**config.mk**
```make
export PLATFORM = sky130hd
export DESIGN_NAME = serial_frame_deser
export DESIGN_NICKNAME = d
export VERILOG_FILES = /design/src/rtl/serial_frame_deser.sv
export SDC_FILE = /design/constraint.sdc
export NUM_CORES = 1
export LEC_CHECK = 0
export ABC_AREA = 1
export BUFFER_PORTS_ARGS = -buffer_cell sky130_fd_sc_hd__buf_2
export CAP_MARGIN = 10
export CELL_PAD_IN_SITES_DETAIL_PLACEMENT = 2
export CELL_PAD_IN_SITES_GLOBAL_PLACEMENT = 2
export CORE_MARGIN = 2
export CORE_UTILIZATION = 37
export CTS_CLUSTER_SIZE = 20
export DETAILED_ROUTE_END_ITERATION = 8
export PLACE_DENSITY = 0.86
export RECOVER_POWER = 25
export SLEW_MARGIN = 10
export SYNTH_ARGS = -nofsm -noshare
export SYNTH_HDL_FRONTEND = slang
export SYNTH_SLANG_ARGS = --single-unit
```
**constraint.sdc**
```tcl
create_clock -name clock -period 2.1 [get_ports clock]
set_input_delay 0.315 -clock clock [delete_from_list [all_inputs] [get_ports clock]]
set_output_delay 0.315 -clock clock [all_outputs]
set_load 0.01 [all_outputs]
```
**src/rtl/serial_frame_deser.sv**
```systemverilog
// serial_frame_deser: hunts for a sync word in a strobed serial bit stream,
// then deserializes fixed-size data words and re-checks sync after every
// FRAMES_PER_SYNC data words. Completed words go out over valid/ready.
//
// Ports:
//   clock        system clock, rising edge
//   reset        asynchronous active-high reset
//   bit_en       sample strobe; bit_in is consumed only when high
//   bit_in       serial data, MSB first
//   frame_data   assembled data word
//   frame_valid  frame_data holds an unconsumed word
//   frame_ready  downstream accept (effective only while frame_valid=1)
//   locked       high while in LOCK or CHECK
//   overrun      one-cycle pulse when a completed word is dropped
//   sync_err     one-cycle pulse when a sync check fails
module serial_frame_deser #(
  parameter int unsigned      WIDTH           = 8,
  parameter logic [WIDTH-1:0] SYNC_WORD       = WIDTH'(8'hA5),
  parameter int unsigned      FRAMES_PER_SYNC = 4
) (
  input  logic             clock,
  input  logic             reset,
  input  logic             bit_en,
  input  logic             bit_in,
  output logic [WIDTH-1:0] frame_data,
  output logic             frame_valid,
  input  logic             frame_ready,
  output logic             locked,
  output logic             overrun,
  output logic             sync_err
);

  localparam int unsigned BCW = (WIDTH > 1) ? $clog2(WIDTH) : 1;
  localparam int unsigned FCW = $clog2(FRAMES_PER_SYNC + 1);

  localparam logic [BCW-1:0] LAST_BIT = BCW'(WIDTH - 1);
  localparam logic [FCW-1:0] FPS_CNT  = FCW'(FRAMES_PER_SYNC);

  typedef enum logic [1:0] {
    ST_HUNT  = 2'd0,
    ST_LOCK  = 2'd1,
    ST_CHECK = 2'd2
  } state_e;

  state_e           state_q, state_d;
  logic [WIDTH-1:0] shreg_q, shreg_d;
  logic [BCW-1:0]   bitcnt_q, bitcnt_d;
  logic [FCW-1:0]   framecnt_q, framecnt_d;
  logic [WIDTH-1:0] frame_data_q, frame_data_d;
  logic             frame_valid_q, frame_valid_d;
  logic             locked_q, locked_d;
  logic             overrun_q, overrun_d;
  logic             sync_err_q, sync_err_d;

  logic [WIDTH-1:0] shreg_shift;
  logic [FCW-1:0]   framecnt_inc;
  logic             word_done;

  // State and output registers
  always_ff @(posedge clock or posedge reset) begin
    if (reset) begin
      state_q       <= ST_HUNT;
      shreg_q       <= '0;
      bitcnt_q      <= '0;
      framecnt_q    <= '0;
      frame_data_q  <= '0;
      frame_valid_q <= 1'b0;
      locked_q      <= 1'b0;
      overrun_q     <= 1'b0;
      sync_err_q    <= 1'b0;
    end else begin
      state_q       <= state_d;
      shreg_q       <= shreg_d;
      bitcnt_q      <= bitcnt_d;
      framecnt_q    <= framecnt_d;
      frame_data_q  <= frame_data_d;
      frame_valid_q <= frame_valid_d;
      locked_q      <= locked_d;
      overrun_q     <= overrun_d;
      sync_err_q    <= sync_err_d;
    end
  end

  // Next-state, framing and handshake logic
  always_comb begin
    state_d       = state_q;
    shreg_d       = shreg_q;
    bitcnt_d      = bitcnt_q;
    framecnt_d    = framecnt_q;
    frame_data_d  = frame_data_q;
    frame_valid_d = frame_valid_q;
    overrun_d     = 1'b0;
    sync_err_d    = 1'b0;
    word_done     = 1'b0;
    shreg_shift   = {shreg_q[WIDTH-2:0], bit_in};
    framecnt_inc  = framecnt_q + FCW'(1);

    // Acceptance frees the holding register; a word completing this same
    // cycle reloads it below, giving back-to-back transfer with no bubble.
    if (frame_valid_q && frame_ready) begin
      frame_valid_d = 1'b0;
    end

    if (bit_en) begin
      shreg_d = shreg_shift;
      unique case (state_q)
        ST_HUNT: begin
          if (shreg_shift == SYNC_WORD) begin
            state_d    = ST_LOCK;
            bitcnt_d   = '0;
            framecnt_d = '0;
          end
        end
        ST_LOCK: begin
          if (bitcnt_q == LAST_BIT) begin
            bitcnt_d  = '0;
            word_done = 1'b1;
            if (framecnt_inc == FPS_CNT) begin
              state_d    = ST_CHECK;
              framecnt_d = '0;
            end else begin
              framecnt_d = framecnt_inc;
            end
          end else begin
            bitcnt_d = bitcnt_q + BCW'(1);
          end
        end
        ST_CHECK: begin
          if (bitcnt_q == LAST_BIT) begin
            bitcnt_d = '0;
            // The sync word itself is never forwarded downstream.
            if (shreg_shift == SYNC_WORD) begin
              state_d = ST_LOCK;
            end else begin
              // HUNT restarts from the current shreg for bit-level realignment.
              state_d    = ST_HUNT;
              sync_err_d = 1'b1;
            end
          end else begin
            bitcnt_d = bitcnt_q + BCW'(1);
          end
        end
        default: begin
          state_d = ST_HUNT;
        end
      endcase
    end

    // A word completing while the old one is still pending is dropped.
    if (word_done) begin
      if (!frame_valid_q || frame_ready) begin
        frame_data_d  = shreg_shift;
        frame_valid_d = 1'b1;
      end else begin
        overrun_d = 1'b1;
      end
    end

    locked_d = (state_d != ST_HUNT);
  end

  assign frame_data  = frame_data_q;
  assign frame_valid = frame_valid_q;
  assign locked      = locked_q;
  assign overrun     = overrun_q;
  assign sync_err    = sync_err_q;

endmodule

```
==> flow_metrics.py, run 1 <==
metrics = {
    "routing": {
        "vias": 1031,
        "drtAntennaViolNets": 0,
        "drc": 0,
        "dr.first_iter.drc_count": 49,
        "routed_wl_um": 3010,
        "dr.pass1.iters": 4,
        "wl_per_cell_um": 14.2,
        "drt-vias-per-instance": 4.86,
    },
    "clock_network": {
        "cts-root-buf": "clkbuf_4",
        "cts_buffers": 3,
        "cts_buffer_depth": 2,
        "ctsHtreeMaxLevel": 1,
        "post_cts_resized": 0,
        "numClockSinks": 27,
        "clkLatencyLatePin_ns": 0.34,
        "tritoncts": "built",
        "cts_hold_buf": 0,
        "cts_setup_buffers": 0,
        "clk_pin_slew_ns": 0.16,
    },
    "critical_path": {
        "crit_type": "reg -> reg",
        "critPathLaunchType": "flip-flop",
        "critPathArrivalTime_ns": 1.91,
        "critical_path_peak_fanout": 6,
        "cp-end-kind": "flip-flop",
        "crit_required_ns": 2.34,
    },
    "pwr": {
        "netSwitchingFraction_pct": 38.3,
        "switchingPower_uw": 497,
        "internal_power_uw": 801,
        "finalPower_uw": 1300,
        "seqPwrFrac_pct": 49.7,
        "ir_drop_v": 0.000298,
        "combPwrFrac_pct": 31.5,
        "p_leak_uw": 0.000770,
        "powerDensity_nw_per_um2": 870,
        "power_frac_clock_pct": 18.8,
    },
    "floorplanning": {
        "die_area_um2": 4110,
        "core_um2": 3420,
        "die_x_um": 64.1,
        "die_h_um": 64.1,
        "io_pins": 17,
        "row_count": 21,
        "initial_core_util_pct": 39.2,
    },
    "timing": {
        "drv_slew": 0,
        "tightest_slew_ns": 1.45,
        "clock.fmax_ghz": 0.598,
        "tns_ns": 0,
        "rsz0062_at_grt": "no",
        "setup_viol": 0,
        "final.min_clock_period_ns": 1.67,
        "fin_skew_ns": 0.0124,
        "slew_headroom_pct": 3.02,
        "finalCritPeriodShare_pct": 79.6,
        "hold_viol_final": 0,
        "fin_hold_ws_ns": 0.262,
    },
    "cells_and_area": {
        "antennaDiodeCount": 0,
        "nFillCells": 408,
        "area_delta_synth_final_pct": 11.5,
        "regArea_um2": 676,
        "multiInputGateArea_um2": 566,
        "drive_gt1_share_pct": 21.7,
        "finalNetCount": 180,
        "fin_area_um2": 1490,
        "fin_util_pct": 43.7,
    },
    "synth": {
        "synth_top_area_share_pct": 50.5,
        "synth.distinct_cells": 25,
        "syn-num-nets": 161,
        "ys_seq_elements": 27,
        "ys_warn_count": 0,
        "yosys.area.top_type": "dfrtp_1",
        "synth.area.top_cells": "dfrtp_1, nand2_1, ha_1, inv_1, o21ai_2",
        "synth_area_um2": 1340,
        "postSynthAreaPerCell_um2": 9.04,
        "syn_inst": 148,
        "synth_seq_area_share_pct": 50.5,
    },
    "global_route": {
        "grt_max_degree": 28,
        "grt_pass1_vias": 1185,
        "grt_pass1_wl_um": 5440,
        "grt_overflow_total": 0,
        "antenna_found_initial": 0,
        "grtUsageTotal_pct": 17.0,
    },
    "placement": {
        "place.port_buffers": 16,
        "place_congestion": 0.861,
        "post-dp-hpwl_um": 2350,
        "place_area_um2": 1470,
    },
    "worst_hold_path": {
        "hold_class": "in -> reg",
    },
    "flow_run": {
        "max-cap-violations": 0,
    },
    "outcome": {
        "outcome": "completed",
    },
}
==> placed cells by master (no fill, tap or decap) <==
cell type	instances
nand2_1	44
nand2_2	2
nor3_1	1
o21ai_2	6
nand2_4	1
a21oi_1	2
nand3b_1	2
clkbuf_4	3
ha_1	8
o211ai_1	1
nand3_2	1
nand4_4	1
nand3_1	6
inv_1	18
buf_2	16
mux2_4	1
and2_1	1
dfrtp_1	27
clkbuf_1	1
nor2_2	2
buf_4	1
clkinvlp_4	1
nand4_1	1
o21ai_0	8
inv_2	1
o21ai_1	6
nor2_1	4
==> cells by family (layout without fill, tap and decap cells) <==
kind of cell,after synthesis,count (layout),share of synthesized area [%]
flip-flops,27,27,50.5
adder cells (fa/ha/maj),8,8,7.48
AO/OA/AOI/OAI,23,23,10.5
multiplexers,1,1,1.12
AND/OR/NAND/NOR,66,66,23.2
buffers and inverters,23,41,7.20
==> metal layers <==
layer / GRT usage [%] / up-vias / share of wire (%)
met1: 22.1 / 511 / 47
met2: 29.2 / 13 / 49
met5: 0 / - / 0
met4: 5.59 / 0 / 1.7
li1: - / 502 / -
met3: 2.29 / 5 / 2.0
==> state kept, by name, summed over array words and instances (netlist names) <==
| signal | cells |
|---|---|
| frame_data | 8 |
| sync_err | 1 |
| framecnt_q | 3 |
| frame_valid | 1 |
| locked | 1 |
| shreg_q | 7 |
| bitcnt_q | 3 |
| state_q | 2 |
| overrun | 1 |
==> power groups by stage <==
stage	registers, uW	clock network [uW]	logic, uW
final	645	244	409
after floorplan	644	0	309
after detailed placement	658	0	416
after global routing	655	274	473
after CTS	647	251	422
after global placement	648	0	384
==> final timing paths <==
kind | cells after the start | slack [ns] | start | end
max in group asynchronous | 3 | 0.82 | reset | overrun
setup reg to reg | 7 | 0.43 | state_q[0] | framecnt_q[0]
min in group asynchronous | 3 | 0.43 | reset | bitcnt_q[2]
hold reg to reg | 2 | 0.50 | bitcnt_q[1] | bitcnt_q[1]
setup / recovery | 7 | 0.43 | state_q[0] | framecnt_q[0]
hold / removal | 2 | 0.26 | bit_in | frame_data[0]
==> layout make-up <==
class	instances	area share (%)
clock buffers	3	1.51
inverters	19	4.78
flip-flops and latches	27	45.3
repair buffers	18	6.12
well taps	46	3.86
multi-input cells	98	37.9
clock inverters	1	0.503
==> through the flow <==
stage               setup WS [ns]  std cells
global placement            0.474        208
global route                0.278        212
floorplan                   0.705        148
detailed placement          0.425        208
CTS                         0.412        212
finish                      0.429        212
==> worst max-delay path: stages (launching register included) <==
cell and delay [ns]:
dfrtp_1 0.47, inv_1 0.17, ha_1 0.30, inv_1 0.07, o21ai_0 0.24, nand3_2 0.18, nand2_1 0.09, o21ai_1 0.06
==> synth_stat cells (all sizes together) <==
| cell type | number |
|---|---|
| a21oi | 2 |
| nand2 | 47 |
| and2 | 1 |
| clkbuf | 1 |
| dfrtp | 27 |
| nor2 | 6 |
| o21ai | 20 |
| nand4 | 2 |
| ha | 8 |
| nand3b | 2 |
| inv | 19 |
| mux2 | 1 |
| o211ai | 1 |
| nor3 | 1 |
| buf | 3 |
| nand3 | 7 |
(Power assumes the default switching activity.)
==> run 2, diff against run 1 <==
ABC_AREA = 0   (was 1)
CORE_UTILIZATION = 35   (was 37)
PLACE_DENSITY = 0.78   (was 0.86)
clock period = 1.5 ns   (was 2.1 ns; I/O delays follow)
==> flow_metrics.py, run 2 <==
metrics = {
    "worst_hold_path": {
        "hold_path_end": "overrun",
        "min_path_cells": 3,
        "hold_class": "in -> reg",
        "hp-start": "frame_ready",
    },
    "synth": {
        "synth-main-ff-cell": "dfrtp_1",
        "synthSimpleGateAreaFrac_pct": 13.4,
        "ys_warn_count": 0,
        "synth_most_common_cell": "dfrtp_1",
        "synth_top_area_share_pct": 49.7,
        "yosys.area_share.xor_xnor_pct": 0.644,
        "yosys.area.top_type": "dfrtp_1",
        "synth_compound_area_share_pct": 10.4,
        "synth_commonest_cells": "dfrtp_1, ha_1, inv_1, mux2_1, mux2_2",
        "synth_seq_area_share_pct": 49.7,
        "synth.distinct_cells": 33,
        "postSynthAreaPerCell_um2": 12.8,
        "ys_seq_elements": 27,
        "syn-num-nets": 119,
        "synth.area.top_cells": "dfrtp_1, ha_1, mux2_1, mux2_2, nand4bb_4",
        "synthMuxAreaShare_pct": 14.0,
        "async_flop_share_pct": 100,
        "synth-edff-count": 0,
        "syn_inst": 106,
        "synth_top_family_by_area": "multiplexers",
        "synth_area_um2": 1360,
        "synth-adder-area-share_pct": 7.36,
    },
    "routing": {
        "wl_per_cell_um": 20.2,
        "routed_wl_um": 3960,
        "drc": 0,
        "drtAntennaViolNets": 0,
        "vias": 1012,
        "dr.pass1.iters": 3,
        "drt-vias-per-instance": 5.16,
        "dr.first_iter.drc_count": 18,
    },
    "pwr": {
        "finalPower_uw": 3640,
        "ir_drop_v": 0.000808,
        "p_leak_uw": 0.000861,
        "powerDensity_nw_per_um2": 1980,
    },
    "floorplanning": {
        "io_pins": 17,
        "die_h_um": 66.3,
        "initial_core_util_pct": 36.9,
        "core_um2": 3690,
        "die_x_um": 66.3,
        "row_count": 22,
        "die_area_um2": 4400,
    },
    "cells_and_area": {
        "drive_gt1_share_pct": 55.4,
        "largest_reg_flops": 8,
        "nFillCells": 382,
        "antennaDiodeCount": 0,
        "final_common_cell": "dfrtp_1",
        "area_delta_synth_final_pct": 35.1,
        "final_cell_mix": "dfrtp_1, buf_4, buf_2",
        "finalNetCount": 162,
    },
    "timing": {
        "setup_ws_ns": -0.185,
        "clock.fmax_ghz": 0.594,
        "finalCritPeriodShare_pct": 112,
        "tns_ns": -1.82,
        "hold_viol_final": 0,
        "final.min_clock_period_ns": 1.68,
        "rsz0062_at_grt": "yes",
        "setup_viol": 16,
        "fin_skew_ns": 0.00566,
        "slew_headroom_pct": 55.2,
        "drv_slew": 0,
        "tightest_slew_ns": 0.673,
    },
    "critical_path": {
        "crit_chain": "ha_2 > ha_4 > buf_6 > nor2_4 > o31a_1 > a311oi_2 > a211o_1",
        "crit_type": "reg -> reg",
        "worst_path_max_delay_cell": "dfrtp_1",
        "critPathArrivalTime_ns": 1.91,
        "r2r-end": "locked",
        "cpPeakStageDelay_ns": 0.39,
        "cp-end-kind": "flip-flop",
        "reg2reg_from": "bitcnt_q[0]",
        "r2r_cells": 7,
        "critical_path_peak_fanout": 4,
        "crit_required_ns": 1.73,
        "r2r_setup_slack_ns": -0.18,
        "critPathLaunchType": "flip-flop",
    },
    "global_route": {
        "antenna_found_initial": 0,
        "grtUsageTotal_pct": 18.3,
        "grt_pass1_wl_um": 5840,
        "grt_pass1_vias": 1157,
        "grt_max_degree": 28,
        "grt_overflow_total": 0,
    },
    "clock_network": {
        "clk_pin_slew_ns": 0.10,
        "ctsHtreeMaxLevel": 1,
        "cts_buffer_depth": 2,
        "tritoncts": "built",
        "cts_buffers": 3,
        "numClockSinks": 27,
        "cts-root-buf": "clkbuf_8",
        "clkLatencyLatePin_ns": 0.28,
    },
    "placement": {
        "post-dp-hpwl_um": 2730,
        "place.port_buffers": 16,
        "dp_slack_ns": -0.202,
        "place_congestion": 0.756,
    },
    "outcome": {
        "failed_checks": "setup timing",
        "outcome": "finished with violations",
    },
    "flow_run": {
        "max-cap-violations": 0,
    },
}
==> run 2: cell count changes after synthesis, moves of 3 or more <==
cell and delta:
nand2_1 -40, inv_1 -10, mux2_1 +8, mux2_2 +8, o21ai_0 -7, o21ai_1 -6
o21ai_2 -6, nand3_1 -4, a32o_1 +3
==> run 2: logic make-up after synthesis <==
| group | count (synthesis) |
|---|---|
| buf+inv | 13 |
| simple gates | 24 |
| flops | 27 |
| compound gates | 16 |
| xor+xnor | 1 |
| mux | 17 |
| fa+ha+maj | 8 |
==> run 2: cell type report <==
class	count	area (um^2)	area share, %
Clock inverter	1	7.51	0.408
Sequential cell	27	676	36.8
Multi-Input combinational cell	66	733	39.9
Inverter	8	30.0	1.63
Tap cell	48	60.1	3.27
Timing Repair Buffer	43	290	15.8
Clock buffer	3	41.3	2.25
==> run 2: worst max-delay path by stage <==
stage / start / endpoint / depth (start not counted)
after detailed placement: state_q[1] / frame_data[7] / 5
final: bitcnt_q[0] / locked / 7
after CTS: bitcnt_q[0] / locked / 7
after global placement: state_q[1] / frame_data[3] / 5
after global routing: bitcnt_q[0] / state_q[0] / 7
after floorplan: bitcnt_q[0] / frame_data[0] / 7
==> run 2: per-layer routing <==
metal,share of wire (%),global-route usage (%)
met1,39,19.5
met2,57,35.9
met3,2.0,2.56
met4,2.1,6.12
met5,0,0
==> run 2: repair_timing <==
item,in CTS,in global routing
pin swaps,1,6
resized for setup,8,6
hold endpoints to repair,16,0
hold buffers,1,0
endpoints found under the setup margin,14,17
setup buffers,4,3
==> run 2: worst max-delay path, delay by kind of cell (launching register included) <==
kind	cells	cell delay (ns)
DFF	1	0.39
and+or+nand+nor	1	0.03
AOI/OAI and AO/OA	3	0.73
adders and majority gates	2	0.37
buffers and inverters	1	0.11
==> run 2: where the power goes <==
group          internal (uW)  switching [uW]  leakage, uW
Clock                    189             253    0.0000217
Sequential               992             226     0.000335
Combinational           1100             881     0.000504
Total                   2280            1360     0.000861
==> run 2: per-stage QoR <==
stage | area (um^2) | hold WS (ns) | utilization (%) | std cells
after floorplan | 1430 | 0.278 | - | 106
after global placement | 1680 | 0.297 | 45.5 | 184
after detailed placement | 1680 | 0.312 | 45.5 | 184
after CTS | 1790 | 0.234 | 48.5 | 193
after global routing | 1840 | 0.251 | 49.8 | 196
final | 1840 | 0.255 | 49.8 | 196
